`src/rtl/logic_unit_arbiter_if.sv`:
```
// logic_unit_arbiter_if: requester operand bus and result bus of the shared logic unit arbiter
interface logic_unit_arbiter_if #(
    parameter int N_REQ = 4,
    parameter int ID_W  = 2,
    parameter int CNT_W = 8
);
    logic [N_REQ-1:0] req;
    logic [N_REQ-1:0] a_in;
    logic [N_REQ-1:0] b_in;
    logic [N_REQ-1:0] c_in;
    logic [N_REQ-1:0] gnt;
    logic             busy;
    logic             valid_out;
    logic             y_out;
    logic [ID_W-1:0]  id_out;
    logic [CNT_W-1:0] done_cnt;
    modport master (output req, a_in, b_in, c_in, input gnt, busy, valid_out, y_out, id_out, done_cnt);
    modport slave  (input req, a_in, b_in, c_in, output gnt, busy, valid_out, y_out, id_out, done_cnt);
endinterface

```
`src/rtl/logic_unit_arbiter.sv`:
```
// logic_unit_arbiter: round-robin sharing of one two-stage registered y = (a & b) | c unit
module logic_unit_arbiter #(
    parameter int N_REQ = 4,
    parameter int ID_W  = 2,
    parameter int CNT_W = 8
) (
    input logic                clk,
    input logic                rst_n,
    logic_unit_arbiter_if.slave bus
);
    typedef enum logic [1:0] {IDLE, STAGE1, STAGE2} state_t;
    state_t           state, state_d;
    logic [ID_W-1:0]  ptr, w, id, id_q;
    logic [ID_W:0]    sum;
    logic [N_REQ-1:0] rot, oh, gnt;
    logic             hit, arb, op_a, op_b, op_c, s, valid, y;
    logic [CNT_W-1:0] cnt;
    // Rotate so bit 0 is the requester at ptr; the lowest set rotated bit wins.
    always_comb begin
        rot = N_REQ'({bus.req, bus.req} >> ptr);
        hit = 1'b0;
        sum = '0;
        for (int k = N_REQ - 1; k >= 0; k--) begin
            if (rot[k]) begin
                sum = {1'b0, ptr} + (ID_W+1)'(k);
                hit = 1'b1;
            end
        end
        w = sum >= (ID_W+1)'(N_REQ) ? ID_W'(sum - (ID_W+1)'(N_REQ)) : ID_W'(sum);
        oh = N_REQ'(1) << w;
        arb = state == IDLE && hit;
    end
    always_ff @(posedge clk or negedge rst_n) begin
        if (!rst_n) state <= IDLE;
        else        state <= state_d;
    end
    always_comb begin
        state_d = state == IDLE ? (hit ? STAGE1 : IDLE) : state == STAGE1 ? STAGE2 : IDLE;
    end
    always_comb begin
        bus.busy = state != IDLE;
    end
    always_ff @(posedge clk or negedge rst_n) begin
        if (!rst_n) begin
            ptr   <= '0;
            gnt   <= '0;
            op_a  <= 1'b0;
            op_b  <= 1'b0;
            op_c  <= 1'b0;
            id    <= '0;
            s     <= 1'b0;
            valid <= 1'b0;
            y     <= 1'b0;
            id_q  <= '0;
            cnt   <= '0;
        end else begin
            gnt   <= arb ? oh : '0;
            valid <= state == STAGE2;
            if (arb) begin
                op_a <= |(bus.a_in & oh);
                op_b <= |(bus.b_in & oh);
                op_c <= |(bus.c_in & oh);
                id   <= w;
                ptr  <= w == ID_W'(N_REQ - 1) ? '0 : w + ID_W'(1);
            end
            if (state == STAGE1) s <= op_a & op_b;
            if (state == STAGE2) begin
                y    <= s | op_c;
                id_q <= id;
                cnt  <= cnt + CNT_W'(1);
            end
        end
    end
    assign bus.gnt       = gnt;
    assign bus.valid_out = valid;
    assign bus.y_out     = y;
    assign bus.id_out    = id_q;
    assign bus.done_cnt  = cnt;
endmodule

```
`src/flat_wrapper.sv`:
```
// flat-port wrapper written by rule: the top's interface ports become plain ports
module logic_unit_arbiter_flat 
#(
    parameter int N_REQ = 4,
    parameter int ID_W  = 2,
    parameter int CNT_W = 8
)
  (clk, rst_n, bus_req, bus_a_in, bus_b_in, bus_c_in, bus_gnt, bus_busy, bus_valid_out, bus_y_out, bus_id_out, bus_done_cnt);
  logic_unit_arbiter_if #(.N_REQ(N_REQ), .ID_W(ID_W), .CNT_W(CNT_W)) bus_i ();
  input logic clk;
  input logic rst_n;
  input wire logic [$bits(bus_i.req)-1:0] bus_req;
  input wire logic [$bits(bus_i.a_in)-1:0] bus_a_in;
  input wire logic [$bits(bus_i.b_in)-1:0] bus_b_in;
  input wire logic [$bits(bus_i.c_in)-1:0] bus_c_in;
  output wire logic [$bits(bus_i.gnt)-1:0] bus_gnt;
  output wire logic [$bits(bus_i.busy)-1:0] bus_busy;
  output wire logic [$bits(bus_i.valid_out)-1:0] bus_valid_out;
  output wire logic [$bits(bus_i.y_out)-1:0] bus_y_out;
  output wire logic [$bits(bus_i.id_out)-1:0] bus_id_out;
  output wire logic [$bits(bus_i.done_cnt)-1:0] bus_done_cnt;
  assign bus_i.req = bus_req;
  assign bus_i.a_in = bus_a_in;
  assign bus_i.b_in = bus_b_in;
  assign bus_i.c_in = bus_c_in;
  assign bus_gnt = bus_i.gnt;
  assign bus_busy = bus_i.busy;
  assign bus_valid_out = bus_i.valid_out;
  assign bus_y_out = bus_i.y_out;
  assign bus_id_out = bus_i.id_out;
  assign bus_done_cnt = bus_i.done_cnt;
  logic_unit_arbiter #(.N_REQ(N_REQ), .ID_W(ID_W), .CNT_W(CNT_W)) u_core (.clk(clk), .rst_n(rst_n), .bus(bus_i));
endmodule
```
`config.mk`:
```
export PLATFORM = sky130hd
export DESIGN_NAME = logic_unit_arbiter_flat
export DESIGN_NICKNAME = d
export VERILOG_FILES = /design/src/rtl/logic_unit_arbiter_if.sv /design/src/rtl/logic_unit_arbiter.sv /design/src/flat_wrapper.sv
export SDC_FILE = /design/constraint.sdc
export NUM_CORES = 1
export LEC_CHECK = 0
export CORE_MARGIN = 2
export CORE_UTILIZATION = 41
export CTS_BUF_LIST = sky130_fd_sc_hd__clkbuf_8
export DETAILED_ROUTE_END_ITERATION = 8
export DONT_BUFFER_PORTS = 1
export PLACE_DENSITY = 0.54
export SLEW_MARGIN = 40
export SYNTH_ARGS = -nofsm -noshare
export SYNTH_HDL_FRONTEND = slang
export SYNTH_SLANG_ARGS = --single-unit
```
`constraint.sdc`:
```
create_clock -name clk -period 4.3 [get_ports clk]
set_clock_uncertainty 0.15 [all_clocks]
set_input_delay 0.86 -clock clk [delete_from_list [all_inputs] [get_ports clk]]
set_output_delay 0.86 -clock clk [all_outputs]
set_load 0.01 [all_outputs]
```
# Word level (Yosys, flattened, before mapping)
# Cells that the tools add are included.
# word_totals
reg_bits	26
elab_cells	49
out_inout_bits	17
# classes
mux	14
add_sub_neg	6
n_lt_le_gt_ge	1
reduce_logical	6
shifts	2
eq_ne	3
bitwise_logic	5
# ops
operator	count
4-bit AND	3
3-bit two-way mux	4
4-bit OR reduction	3
8-bit by 1-bit adder with 8-bit output (second input constant)	1
2-bit two-way mux	4
8-bit by 2-bit >> shifter with 4-bit output	1
2-bit by 2-bit adder with 3-bit output (second input constant)	2
1-bit two-way mux	5
2-bit equality test (second input constant)	2
4-bit two-way mux	1
1-bit by 2-bit left shift with 4-bit output (first input constant)	1
2-bit by 1-bit adder with 3-bit output (second input constant)	1
3-bit >= comparator (second input constant)	1
2-bit by 1-bit adder with 2-bit output (second input constant)	1
2-bit by 1-bit equality test with 1-bit output (second input constant)	1
2-bit logical NOT	1
2-bit nonzero test	1
2-bit by 1-bit subtractor with 2-bit output (second input constant)	1
1-bit AND	1
1-bit logical AND	1
1-bit OR	1

# Depth between registers and ports, before layout
# logic_depth
ltp_word	10
mapped_depth	7

# Worst setup path before layout
# Ideal clock, no wire load.
# synth_timing
kind	input -> register
startpoint	input bus_req[2]
endpoint	register u_core.op_c
arrival_time_ns	1.989
path_buffers	0
stages	7
setup_slack_ns	2.031
path_cell_list	nor2b_1 > nor3_1 > a21oi_1 > or2_2 > ha_1 > a22oi_1 > a31oi_1
# synth_between
elab_chain_len	10
# synth_rtl
element	line_no	source
from (decl)	flat_wrapper.sv:12	input wire logic [$bits(bus_i.req)-1:0] bus_req;
8-bit by 2-bit >> shifter with 4-bit output (*)	logic_unit_arbiter.sv:20	rot = N_REQ'({bus.req, bus.req} >> ptr);
3-bit two-way mux (4 in a row)	logic_unit_arbiter.sv:24	if (rot[k]) begin
3-bit >= comparator / 2-bit by 1-bit subtractor with 2-bit output (equally long branches)	logic_unit_arbiter.sv:29	w = sum >= (ID_W+1)'(N_REQ) ? ID_W'(sum - (ID_W+1)'(N_REQ)) : ID_W'(sum);
2-bit two-way mux	logic_unit_arbiter.sv:29	
1-bit by 2-bit left shift with 4-bit output	logic_unit_arbiter.sv:30	oh = N_REQ'(1) << w;
4-bit AND	logic_unit_arbiter.sv:62	op_c <= |(bus.c_in & oh);
4-bit OR reduction	logic_unit_arbiter.sv:62	
to (signal assigned)	logic_unit_arbiter.sv:62	
to (decl)	logic_unit_arbiter.sv:16	logic hit, arb, op_a, op_b, op_c, s, valid, y;
# Every way passes the cells marked *; elsewhere a longest branch is shown, timed or not.
# A chain may end at the register's enable or synchronous reset.

# Worst setup path after layout
# layout_timing
startpoint	input bus_req[0]
endpoint	register u_core.op_c
# layout_between
elab_chain_len	10
# layout_rtl
element	line_no	source
8-bit by 2-bit >> shifter with 4-bit output (*)	logic_unit_arbiter.sv:20	
3-bit two-way mux (3 in a row)	logic_unit_arbiter.sv:24	
3-bit two-way mux (*)	logic_unit_arbiter.sv:24	
net u_core.sum[1]	logic_unit_arbiter.sv:14	logic [ID_W:0] sum;
3-bit >= comparator / 2-bit by 1-bit subtractor with 2-bit output (equally long branches)	logic_unit_arbiter.sv:29	
2-bit two-way mux (*)	logic_unit_arbiter.sv:29	
1-bit by 2-bit left shift with 4-bit output (*)	logic_unit_arbiter.sv:30	
4-bit AND (*)	logic_unit_arbiter.sv:62	
4-bit OR reduction (*)	logic_unit_arbiter.sv:62	
# The timed path passes the listed nets; every way through them passes the cells marked *.

==> flow_summary.yaml <==
run_status:
  outcome: "completed"
global_routing:
  antenna_found_initial: 0
  grt.overflow.total: 0
  grt_pass1_wl_mm: 3.48
  grt_max_degree: 27
  track_usage_pct: 13.7
  grt_pass1_vias: 819
cts:
  hold_buffers: 0
  cts_buffers: 3
  post_cts_resized: 0
  path_clk_slew_ps: 80
  cts_setup_buffers: 0
  htree_levels: 1
  clk_path_buf_depth: 2
  clock_latency_ps: 270
  tritoncts: "done"
  cts_root_buf: "clkbuf_8"
  cts.sinks: 26
layout:
  area_growth_pct: 7.94
  register_area_um2: 651
  layout-drive-gt1-share_pct: 14.9
  multi_input_area_um2: 507
  antenna_cells: 0
  n_fill_cell: 259
  nNetsFinal: 125
power:
  leakage_uw: 0.000557
  p_sw_share_pct: 33.8
  p_per_area_nw_per_um2: 728
  ir_drop_uv: 404
  power_frac_comb_pct: 30.6
  power_uw: 928
  intPower_uw: 615
  pwr-share-clk_pct: 21.3
  power.switching_uw: 314
  seq_power_share_pct: 48.0
yosys:
  synth_cell_types: 28
  synth-seq-cells: 26
  synth_cells: 99
  synth.avg_cell_area_um2: 11.9
  syn-num-nets: 122
  ys_warn_count: 0
  ys_seq_area_share_pct: 55.1
  syn_area_um2: 1180
placed_design:
  hpwl_mm: 1.49
  port_buffers: 0
  place.gp.congestion: 0.766
  place_ws_ps: 1870
routing:
  via_count: 738
  wl_per_cell_um: 14.9
  postRouteAntennaNets: 0
  wirelength_mm: 1.96
  dr.first_iter.drc_count: 14
  drc_errors: 0
  drt_first_pass_iters: 4
  viasPerCell: 5.59
worst_setup_path:
  critPathCapture: "u_core.op_c"
  cp.arrival_ps: 2120
  reg2reg_depth: 7
  r2r-end: "u_core.op_c"
  r2r_setup_slack_ps: 2320
  rr_startpoint: "u_core.ptr[0]"
  cp-startpoint: "bus_req[0]"
  cp.required_ps: 4290
  cp-start-kind: "input port"
  worstSetupEndpointType: "flop"
  critPathKind: "in -> reg"
  cp_max_fo: 4
job:
  max_cap_violations: 0
sta:
  relSlewSlack_pct: 55.7
  final.min_clock_period_ps: 2130
  worst_pin_slew_ps: 663
  hold_violations: 0
  slew_violations: 0
  setup_tns_ps: 0
  fin_ws_ps: 2170
  fmax_mhz: 470
  finalSetupViolCount: 0
  rsz0062_at_grt: "false"
  finalCritPeriodShare_pct: 49.5
worst_hold_path:
  holdCritPathClass: "in -> async"
floorplanning:
  die_y_um: 57.7
  core-area_um2: 2760
  io_pins: 35
  initial_utilization_pct: 42.8
  dieArea_um2: 3330
  die_w_um: 57.7
  rows: 19
[sequential cells by signal (all words and copies together), names as in the netlist, 2 cells and up]
name and cells:
u_core.ptr 2, u_core.state 2, u_core.id 2, u_core.bus.gnt 4
u_core.bus.id_out 2, u_core.bus.done_cnt 8
[cell usage after synthesis]
cell type	count	area share, %
and2b_1	2	1.3
a31o_2	1	0.74
a21oi_1	3	1.3
nor2_4	1	0.95
xnor2_1	6	4.4
nand2_1	5	1.6
inv_1	2	0.64
buf_2	1	0.42
a2bb2oi_1	1	0.74
and3_1	1	0.53
a31oi_1	3	1.6
ha_1	5	5.3
and2_1	4	2.1
nor2_1	9	2.9
dfrtp_1	26	55
or2_4	1	0.74
nor2b_1	4	2.1
mux2_2	5	4.8
and4b_1	1	0.85
o22a_2	1	0.85
a22oi_1	6	3.8
o21ai_0	3	1.3
nor4_4	1	1.8
nand4_1	3	1.6
xor2_1	1	0.74
buf_6	1	0.95
or2_2	1	0.53
nor3_1	1	0.42
[metrics by stage]
step                util (%)  cell area, µm²  std cells  hold WS, ps
floorplan                  -            1180         99          318
finish                  46.2            1270        132          126
global placement        43.6            1200        128          341
global route            46.2            1270        132         98.5
CTS                     46.2            1270        132          114
detailed placement      43.6            1200        128          350
[placed cells by master, fill, tap and decap left out]
cell	count
a21oi_1	3
a22oi_1	6
a2bb2oi_1	1
a31o_2	1
a31oi_1	3
and2_1	4
and2b_1	2
and3_1	1
and4b_1	1
bufinv_16	1
clkbuf_8	3
dfrtp_1	26
ha_1	5
inv_1	2
mux2_2	5
nand2_1	5
nand4_1	3
nor2_1	9
nor2_4	1
nor2b_1	4
nor3_1	1
nor4_4	1
o21ai_0	3
o22a_2	1
or2_2	1
or2_4	1
xnor2_1	6
xor2_1	1
[critical path, cell delays in order]
cell,delay [ps]
and2b_1,140
nor2_1,90
a2bb2oi_1,350
inv_1,120
ha_1,250
a22oi_1,200
a31oi_1,110
[cells by family (layout without fill, tap and decap cells)]
logic type                 count (synthesis)  in the layout  synth area share, %
DFF                                       26             26                 55.1
adders and majority gates                  5              5                 5.30
xor gates and xnor gates                   7              7                 5.19
and+or+nand+nor                           34             34                 17.4
buffers and inverters                      4              6                 2.01
muxes                                      5              5                 4.77
AOI/OAI and AO/OA                         18             18                 10.3
[worst min path at each step]
stage | startpoint | to | slack [ps]
after floorplan | u_core.id[0] | u_core.id[0] | 320
after global placement | u_core.op_b | u_core.s | 340
after detailed placement | u_core.id[0] | u_core.bus.id_out[0] | 350
after CTS | rst_n | u_core.bus.y_out | 110
after global routing | rst_n | u_core.bus.done_cnt[7] | 100
final | rst_n | u_core.bus.done_cnt[5] | 130
[layer usage]
layer	GRT usage (%)	vias to the layer above	routed length [µm]
met5	0	-	0
met4	3.99	0	20
met3	5.58	2	118
met2	24.8	20	1080
met1	14.6	366	746
li1	-	350	-
[power groups by stage]
| stage | combinational [µW] | clock (µW) | sequential (µW) |
|---|---|---|---|
| after floorplan | 258 | 0 | 431 |
| after global placement | 282 | 0 | 452 |
| after detailed placement | 289 | 0 | 455 |
| after CTS | 291 | 206 | 449 |
| after global routing | 326 | 218 | 462 |
| final | 284 | 198 | 446 |
[area by class of cell]
type | instances | share of cell area, %
sequential | 26 | 51.0
multi-input combinational | 69 | 39.7
clock buffer | 3 | 3.24
tap | 31 | 3.04
clock inverter | 1 | 2.36
inverter | 2 | 0.589
(Power assumes the default switching activity.)
